--- config.mk ---
export PLATFORM = sky130hd
export DESIGN_NAME = snic_fw_loader_flat
export DESIGN_NICKNAME = d
export VERILOG_FILES = /design/src/rtl/snic_pkg.sv /design/src/rtl/taxi_axil_if.sv /design/src/rtl/snic_axil_wr_single.sv /design/src/rtl/snic_fw_loader.sv /design/src/flat_wrapper.sv
export SDC_FILE = /design/constraint.sdc
export NUM_CORES = 1
export LEC_CHECK = 0
export BUFFER_PORTS_ARGS = -buffer_cell sky130_fd_sc_hd__clkbuf_2
export CORE_UTILIZATION = 30
export CTS_CLUSTER_DIAMETER = 120
export DETAILED_ROUTE_END_ITERATION = 16
export PLACE_DENSITY_LB_ADDON = 0.08
export SLEW_MARGIN = 20
export SYNTH_ARGS = -nofsm -noshare
export SYNTH_HDL_FRONTEND = slang
export SYNTH_HIERARCHICAL = 1
export SYNTH_SLANG_ARGS = --single-unit
--- constraint.sdc ---
create_clock -name core_clk -period 18.2 [get_ports core_clk]
set_clock_uncertainty 0.05 [all_clocks]
set_input_delay 1.82 -clock core_clk [delete_from_list [all_inputs] [get_ports core_clk]]
set_output_delay 1.82 -clock core_clk [all_outputs]
set_load 0.02 [all_outputs]
--- src/rtl/snic_pkg.sv ---
// Shared types and constants for the SNIC firmware loader: loader states,
// AXI response codes and the boot-control word address derivation.
package snic_pkg;

  typedef enum logic [3:0] {
    ST_IDLE,
    ST_HOLD,
    ST_LOAD_ACCEPT,
    ST_LOAD_WR,
    ST_LOAD_RESP,
    ST_BOOT_WR,
    ST_BOOT_RESP,
    ST_DONE,
    ST_ERR
  } fw_state_e;

  localparam logic [1:0]  AXI_RESP_OKAY  = 2'b00;
  localparam logic [31:0] BOOT_HOLD_WORD = 32'h0000_0000;
  localparam logic [31:0] BOOT_RUN_WORD  = 32'h0000_0001;

  // The last IMEM word doubles as the core's boot-hold control register.
  function automatic logic [31:0] boot_addr(input logic [31:0] base,
                                            input logic [31:0] size);
    return base + size - 32'd4;
  endfunction

endpackage

--- src/rtl/taxi_axil_if.sv ---
// AXI-Lite bundle (write channels only) used between the loader and the
// snic_rv IMEM host write port.
interface taxi_axil_if #(
  parameter int ADDR_W = 32,
  parameter int DATA_W = 32
);
  logic [ADDR_W-1:0]   awaddr;
  logic [2:0]          awprot;
  logic                awvalid;
  logic                awready;
  logic [DATA_W-1:0]   wdata;
  logic [DATA_W/8-1:0] wstrb;
  logic                wvalid;
  logic                wready;
  logic [1:0]          bresp;
  logic                bvalid;
  logic                bready;

  modport wr_mst (
    output awaddr, awprot, awvalid, wdata, wstrb, wvalid, bready,
    input  awready, wready, bresp, bvalid
  );

  modport wr_slv (
    input  awaddr, awprot, awvalid, wdata, wstrb, wvalid, bready,
    output awready, wready, bresp, bvalid
  );
endinterface

--- src/rtl/snic_axil_wr_single.sv ---
// One-shot AXI-Lite write engine: a req pulse launches AW and W together,
// sent flags the cycle both are accepted, ack flags the B response.
module snic_axil_wr_single (
  input  logic        core_clk,
  input  logic        core_rst_n,
  input  logic        req,
  input  logic [31:0] addr,
  input  logic [31:0] data,
  output logic        sent,
  output logic        ack,
  output logic [1:0]  resp,
  taxi_axil_if.wr_mst m_axil
);

  logic aw_pend;
  logic w_pend;
  logic b_pend;

  assign m_axil.awvalid = aw_pend;
  assign m_axil.wvalid  = w_pend;
  assign m_axil.bready  = b_pend;
  assign m_axil.awprot  = 3'b000;
  assign m_axil.wstrb   = 4'hF;

  // Each channel counts as finished once it has handshaken, now or earlier.
  assign sent = (aw_pend || w_pend)
             && (!aw_pend || m_axil.awready)
             && (!w_pend  || m_axil.wready);
  assign ack  = b_pend && m_axil.bvalid;
  assign resp = m_axil.bresp;

  always_ff @(posedge core_clk or negedge core_rst_n) begin
    if (!core_rst_n) begin
      aw_pend <= 1'b0;
      w_pend  <= 1'b0;
      b_pend  <= 1'b0;
    end else if (req) begin
      aw_pend <= 1'b1;
      w_pend  <= 1'b1;
    end else begin
      if (aw_pend && m_axil.awready) aw_pend <= 1'b0;
      if (w_pend && m_axil.wready)   w_pend  <= 1'b0;
      if (sent)                      b_pend  <= 1'b1;
      else if (ack)                  b_pend  <= 1'b0;
    end
  end

  always_ff @(posedge core_clk) begin
    if (req) begin
      m_axil.awaddr <= addr;
      m_axil.wdata  <= data;
    end
  end

endmodule

--- src/rtl/snic_fw_loader.sv ---
// Streams a firmware image into snic_rv IMEM over AXI-Lite while holding the
// core in boot reset, then releases it through the boot-control word.
module snic_fw_loader
  import snic_pkg::*;
#(
  parameter logic [31:0] IMEM_BASE       = 32'h0000_0000,
  parameter logic [31:0] IMEM_SIZE_BYTES = 32'h0001_0000
) (
  input  logic        core_clk,
  input  logic        core_rst_n,
  input  logic        start,
  input  logic [31:0] s_fw_tdata,
  input  logic        s_fw_tvalid,
  output logic        s_fw_tready,
  input  logic        s_fw_tlast,
  taxi_axil_if.wr_mst m_axil_wr_imem,
  output logic        busy,
  output logic        done,
  output logic        error,
  output logic [15:0] word_count
);

  localparam logic [31:0] BOOT_ADDR = boot_addr(IMEM_BASE, IMEM_SIZE_BYTES);

  fw_state_e   state;
  logic [31:0] ptr;
  logic        fw_last;

  logic        fw_hs;
  logic        can_start;
  logic        overflow;
  logic        boot_go;
  logic        resp_ok;
  logic        wr_req;
  logic [31:0] wr_addr;
  logic [31:0] wr_data;
  logic        wr_sent;
  logic        wr_ack;
  logic [1:0]  wr_resp;

  function automatic logic [15:0] sat_inc(input logic [15:0] v);
    return (v == 16'hFFFF) ? v : v + 16'd1;
  endfunction

  assign fw_hs     = (state == ST_LOAD_ACCEPT) && s_fw_tvalid && s_fw_tready;
  assign can_start = start && ((state == ST_IDLE) || (state == ST_DONE) || (state == ST_ERR));
  assign overflow  = (ptr == BOOT_ADDR);
  assign resp_ok   = (wr_resp == AXI_RESP_OKAY);
  assign boot_go   = (state == ST_LOAD_RESP) && wr_ack && resp_ok && fw_last;

  // Requests are launched on the deciding edge so AW/W are valid in the very
  // first cycle of HOLD, LOAD_WR and BOOT_WR.
  assign wr_req  = can_start || (fw_hs && !overflow) || boot_go;
  assign wr_addr = fw_hs ? ptr : BOOT_ADDR;
  assign wr_data = fw_hs ? s_fw_tdata : (boot_go ? BOOT_RUN_WORD : BOOT_HOLD_WORD);

  snic_axil_wr_single u_wr (
    .core_clk   (core_clk),
    .core_rst_n (core_rst_n),
    .req        (wr_req),
    .addr       (wr_addr),
    .data       (wr_data),
    .sent       (wr_sent),
    .ack        (wr_ack),
    .resp       (wr_resp),
    .m_axil     (m_axil_wr_imem)
  );

  always_ff @(posedge core_clk or negedge core_rst_n) begin
    if (!core_rst_n) begin
      state       <= ST_IDLE;
      ptr         <= IMEM_BASE;
      fw_last     <= 1'b0;
      word_count  <= 16'd0;
      s_fw_tready <= 1'b0;
      busy        <= 1'b0;
      done        <= 1'b0;
      error       <= 1'b0;
    end else begin
      case (state)
        ST_IDLE, ST_DONE, ST_ERR: begin
          if (start) begin
            state      <= ST_HOLD;
            ptr        <= IMEM_BASE;
            word_count <= 16'd0;
            busy       <= 1'b1;
            done       <= 1'b0;
            error      <= 1'b0;
          end
        end
        ST_HOLD: begin
          if (wr_ack) begin
            if (resp_ok) begin
              state       <= ST_LOAD_ACCEPT;
              s_fw_tready <= 1'b1;
            end else begin
              state <= ST_ERR;
              busy  <= 1'b0;
              error <= 1'b1;
            end
          end
        end
        ST_LOAD_ACCEPT: begin
          if (fw_hs) begin
            s_fw_tready <= 1'b0;
            fw_last     <= s_fw_tlast;
            // A word landing on the boot-control slot is swallowed, never written.
            if (overflow) begin
              state <= ST_ERR;
              busy  <= 1'b0;
              error <= 1'b1;
            end else begin
              state <= ST_LOAD_WR;
            end
          end
        end
        ST_LOAD_WR: begin
          if (wr_sent) state <= ST_LOAD_RESP;
        end
        ST_LOAD_RESP: begin
          if (wr_ack) begin
            if (resp_ok) begin
              word_count <= sat_inc(word_count);
              ptr        <= ptr + 32'd4;
              if (fw_last) begin
                state <= ST_BOOT_WR;
              end else begin
                state       <= ST_LOAD_ACCEPT;
                s_fw_tready <= 1'b1;
              end
            end else begin
              state <= ST_ERR;
              busy  <= 1'b0;
              error <= 1'b1;
            end
          end
        end
        ST_BOOT_WR: begin
          if (wr_sent) state <= ST_BOOT_RESP;
        end
        ST_BOOT_RESP: begin
          if (wr_ack) begin
            busy <= 1'b0;
            if (resp_ok) begin
              state <= ST_DONE;
              done  <= 1'b1;
            end else begin
              state <= ST_ERR;
              error <= 1'b1;
            end
          end
        end
        default: state <= ST_IDLE;
      endcase
    end
  end

endmodule

--- src/flat_wrapper.sv ---
// flat-port wrapper written by rule: the top's interface ports become plain ports
module snic_fw_loader_flat import snic_pkg::*;
#(
  parameter logic [31:0] IMEM_BASE       = 32'h0000_0000,
  parameter logic [31:0] IMEM_SIZE_BYTES = 32'h0001_0000
)
  (core_clk, core_rst_n, start, s_fw_tdata, s_fw_tvalid, s_fw_tready, s_fw_tlast, busy, done, error, word_count, m_axil_wr_imem_awaddr, m_axil_wr_imem_awprot, m_axil_wr_imem_awvalid, m_axil_wr_imem_wdata, m_axil_wr_imem_wstrb, m_axil_wr_imem_wvalid, m_axil_wr_imem_bready, m_axil_wr_imem_awready, m_axil_wr_imem_wready, m_axil_wr_imem_bresp, m_axil_wr_imem_bvalid);
  taxi_axil_if m_axil_wr_imem_i ();
  input  logic core_clk;
  input  logic core_rst_n;
  input  logic start;
  input  logic [31:0] s_fw_tdata;
  input  logic s_fw_tvalid;
  output logic s_fw_tready;
  input  logic s_fw_tlast;
  output logic busy;
  output logic done;
  output logic error;
  output logic [15:0] word_count;
  output wire logic [$bits(m_axil_wr_imem_i.awaddr)-1:0] m_axil_wr_imem_awaddr;
  output wire logic [$bits(m_axil_wr_imem_i.awprot)-1:0] m_axil_wr_imem_awprot;
  output wire logic [$bits(m_axil_wr_imem_i.awvalid)-1:0] m_axil_wr_imem_awvalid;
  output wire logic [$bits(m_axil_wr_imem_i.wdata)-1:0] m_axil_wr_imem_wdata;
  output wire logic [$bits(m_axil_wr_imem_i.wstrb)-1:0] m_axil_wr_imem_wstrb;
  output wire logic [$bits(m_axil_wr_imem_i.wvalid)-1:0] m_axil_wr_imem_wvalid;
  output wire logic [$bits(m_axil_wr_imem_i.bready)-1:0] m_axil_wr_imem_bready;
  input wire logic [$bits(m_axil_wr_imem_i.awready)-1:0] m_axil_wr_imem_awready;
  input wire logic [$bits(m_axil_wr_imem_i.wready)-1:0] m_axil_wr_imem_wready;
  input wire logic [$bits(m_axil_wr_imem_i.bresp)-1:0] m_axil_wr_imem_bresp;
  input wire logic [$bits(m_axil_wr_imem_i.bvalid)-1:0] m_axil_wr_imem_bvalid;
  assign m_axil_wr_imem_awaddr = m_axil_wr_imem_i.awaddr;
  assign m_axil_wr_imem_awprot = m_axil_wr_imem_i.awprot;
  assign m_axil_wr_imem_awvalid = m_axil_wr_imem_i.awvalid;
  assign m_axil_wr_imem_wdata = m_axil_wr_imem_i.wdata;
  assign m_axil_wr_imem_wstrb = m_axil_wr_imem_i.wstrb;
  assign m_axil_wr_imem_wvalid = m_axil_wr_imem_i.wvalid;
  assign m_axil_wr_imem_bready = m_axil_wr_imem_i.bready;
  assign m_axil_wr_imem_i.awready = m_axil_wr_imem_awready;
  assign m_axil_wr_imem_i.wready = m_axil_wr_imem_wready;
  assign m_axil_wr_imem_i.bresp = m_axil_wr_imem_bresp;
  assign m_axil_wr_imem_i.bvalid = m_axil_wr_imem_bvalid;
  snic_fw_loader #(.IMEM_BASE(IMEM_BASE), .IMEM_SIZE_BYTES(IMEM_SIZE_BYTES)) u_core (.core_clk(core_clk), .core_rst_n(core_rst_n), .start(start), .s_fw_tdata(s_fw_tdata), .s_fw_tvalid(s_fw_tvalid), .s_fw_tready(s_fw_tready), .s_fw_tlast(s_fw_tlast), .m_axil_wr_imem(m_axil_wr_imem_i), .busy(busy), .done(done), .error(error), .word_count(word_count));
endmodule
==> results.sh <==
export IMPL_finalSetupViolations=0
export IMPL_synth_xor_area_share_pct=3.24
export IMPL_holdCritStartpoint="u_core/error$_DFFE_PN0P_"
export IMPL_synthSimpleGateAreaFrac_pct=21.0
export IMPL_hp_class="reg2reg"
export IMPL_relSlewSlack_pct=36.0
export IMPL_grt_overflow=0
export IMPL_cp_max_fo=67
export IMPL_grt_pass1_vias=4298
export IMPL_max_stage_delay_ns=0.82
export IMPL_status="complete, no violations"
export IMPL_dominantRegCellSynth="edfxtp_1"
export IMPL_yosysWarningCount=6
export IMPL_ys_ff_latch=122
export IMPL_cts_buffers=17
export IMPL_power_share_combinational_pct=1.5
export IMPL_tritoncts="yes"
export IMPL_maxCapViolCount=0
export IMPL_crit_chain="clkbuf_2, and3_2, inv_1, o21ai_4, buf_4"
export IMPL_num_rows=51
export IMPL_fin_crit_ns=3.95
export IMPL_die_h_um=143
export IMPL_via_per_inst=4.78
export IMPL_r2r_cells=6
export IMPL_area_growth_syn_to_layout_pct=23.8
export IMPL_drt_wl_total_mm=13.8
export IMPL_vdd_drop_max_v=0.0000575
export IMPL_dr_total_vias=4402
export IMPL_post_place_ws_ns=13.72
export IMPL_hold_buffers=0
export IMPL_yosys_area_top_type="edfxtp_1"
export IMPL_htree_num_levels=4
export IMPL_synthCells=520
export IMPL_start_util_pct=30.6
export IMPL_cts_sinks=122
export IMPL_postLayoutCoreUtil_pct=37.8
export IMPL_cp_arrival_ns=3.93
export IMPL_netSwitchingFraction_pct=19.3
export IMPL_slowest_stage="and3_2"
export IMPL_cts_buffer_depth=2
export IMPL_synth_compound_area_share_pct=13.7
export IMPL_fin_area_um2=7370
export IMPL_crit_start="s_fw_tvalid"
export IMPL_die_x_um=143
export IMPL_async_flop_share_pct=47.5
export IMPL_drive_above_1_share_pct=28.2
export IMPL_rsz0062_at_grt="false"
export IMPL_portBuffers=128
export IMPL_path_class="in2reg"
export IMPL_min_period_over_period_pct=21.7
export IMPL_num_io_pins=136
export IMPL_synth_adder_area_share_pct=0.631
export IMPL_synthMuxAreaShare_pct=0.526
export IMPL_maxSlewViolCount=0
export IMPL_grt_first_pass_wirelength_mm=22.5
export IMPL_cp_start_kind="primary input"
export IMPL_drtPass1Iterations=4
export IMPL_cts_clk_slew_worst_paths_ns=0.05
export IMPL_power_frac_clock_pct=52.7
export IMPL_antenna_found_initial=0
export IMPL_hpwlAfterDp_mm=8.90
export IMPL_p_sw_w=0.000122
export IMPL_drt_iter0_drc=236
export IMPL_cts_root_buffer="clkbuf_16"
export IMPL_finalHoldViolCount=0
export IMPL_grt_max_degree=68
export IMPL_synth_edf_count=64
export IMPL_postSynthAreaPerCell_um2=11.4
export IMPL_cts_resized=0
export IMPL_internal_power_w=0.000509
export IMPL_synth_cell_types=66
export IMPL_leakage_nw=2.93
export IMPL_max_freq_ghz=0.253
export IMPL_final_antenna_net_count=0
export IMPL_syn_cell_area_um2=5950
export IMPL_tightest_slew_ns=0.960
export IMPL_p_seq_share_pct=45.8
export IMPL_synth_top_area_share_pct=32.3
export IMPL_clock_insertion_delay_worst_skew_ns=0.41
export IMPL_wl_per_cell_um=15.0
export IMPL_n_antenna_cell=0
export IMPL_finalSetupTns_ns=0
export IMPL_dpl_cell_area_um2=6790
export IMPL_nets=688
export IMPL_cp_required_ns=18.18
export IMPL_holdPathStages=2
export IMPL_grt_usage_pct=14.4
export IMPL_ys_top_cells_by_area="edfxtp_1, dfrtp_1, and2_1"
export IMPL_power_density_nw_per_um2=85.7
export IMPL_gp_congestion=0.776
export IMPL_drc=0
export IMPL_r2r_start="u_core/state[1]$_DFFE_PN0P_"
export IMPL_ys_seq_area_share_pct=56.7
export IMPL_die_area_um2=20400
export IMPL_post_cts_repair_setup_buffers=0
export IMPL_core_area_um2=19500
export IMPL_crit_path_end_kind="flop"
export IMPL_setup_ws_ns=14.25
export IMPL_synth_top_family_by_area="simple AND/OR/NAND/NOR gates"
## routing by layer
metal / up-vias / part of all wire [%] / global-route usage [%]
met5: - / 0 / 0
met4: 0 / 1.2 / 6.00
li1: 2134 / - / -
met3: 12 / 5.2 / 3.42
met1: 2127 / 47 / 18.1
met2: 129 / 47 / 23.8
## worst max-delay path, delay by kind of cell
kind	cells	cell delay (ns)
simple gates	1	0.82
buf+inv	3	0.97
compound gates	1	0.21
## synthesized netlist by cell type (all sizes together) (2+ instances only)
cell / count
xor2: 3
nor2b: 5
o41ai: 2
o32a: 2
mux2i: 2
a22o: 3
nand2: 36
nor4b: 3
a41oi: 2
nand4: 11
clkbuf: 15
inv: 8
o31ai: 7
o21ai: 26
ha: 3
o21a: 2
and3: 10
dfrtp: 58
a21oi: 19
xnor2: 19
conb: 3
a31oi: 5
nor3: 7
o2111ai: 2
edfxtp: 64
o32ai: 2
buf: 20
a41o: 2
and2: 50
nor2: 40
a31o: 2
and4: 4
or3: 9
nor4: 2
or4: 4
nand2b: 20
a211oi: 4
a2111oi: 11
o211ai: 2
and3b: 2
nand3: 14
## layout make-up
cell class,count,area [um^2]
Clock inverter,10,125
Tap cell,265,332
Sequential cell,122,3370
Inverter,8,30.0
Timing Repair Buffer,133,678
Multi-Input combinational cell,361,2370
Clock buffer,22,454
Fill cell,1969,12100
## stage by stage
step | total power, W | hold WS, ns | instances
3_3_place_gp | 0.000304 | 0.447 | 889
5_1_grt | 0.000655 | 0.496 | 921
3_5_place_dp | 0.000304 | 0.443 | 889
2_1_floorplan | 0.000298 | 0.465 | 526
6_report | 0.000631 | 0.452 | 921
4_1_cts | 0.000643 | 0.465 | 921
## logic make-up (layout without fill, tap and decap cells)
logic type | count (synthesis) | after routing
adders and majority gates | 3 | 3
and+or+nand+nor | 222 | 222
buffers and inverters | 43 | 173
AOI/OAI and AO/OA | 102 | 102
xor gates and xnor gates | 22 | 22
other | 3 | 9
DFF | 122 | 122
muxes | 3 | 3
## final timing paths
path                       slack, ns                                     end
setup / recovery               14.25  u_core/u_wr/m_axil.wdata[26]$_DFFE_PP_
hold / removal                  0.45                u_core/error$_DFFE_PN0P_
setup reg to reg               14.52  u_core/u_wr/m_axil.wdata[26]$_DFFE_PP_
hold reg to reg                 0.45                u_core/error$_DFFE_PN0P_
max in group asynchronous      16.01               u_core/ptr[8]$_DFFE_PN0P_
min in group asynchronous       1.54        u_core/word_count[3]$_DFFE_PN0P_
## sequential cells by signal (all words and copies together), names as in the netlist
register and count:
u_core/s_fw_tready 1, u_core/u_wr/m_axil.awaddr 32, u_core/u_wr/m_axil.wvalid 1, u_core/u_wr/m_axil.bready 1, u_core/u_wr/m_axil.wdata 32, u_core/busy 1, u_core/done 1, u_core/ptr 30
u_core/u_wr/m_axil.awvalid 1, u_core/word_count 16, u_core/fw_last 1, u_core/error 1, u_core/state 4
## power groups by stage
stage                     combinational, W  clock, W  sequential [W]
after CTS                       0.00000977  0.000344        0.000289
final                           0.00000939  0.000333        0.000289
after detailed placement        0.00000971         0        0.000294
after global routing             0.0000109  0.000355        0.000289
after floorplan                 0.00000352         0        0.000294
after global placement          0.00000965         0        0.000294
## cell usage in the layout, fill, tap and decap left out, drive strengths merged, types with 8 or more instances in the layout
cell and n:
and3 10, a2111oi 11, nand2b 20, edfxtp 64
conb 9, and2 50, dfrtp 58, nand2 36
nand4 11, inv 8, o21ai 26, or3 9
nor2 40, xnor2 19, a21oi 19, nand3 14
clkbuf 150
(Power assumes the default switching activity.)
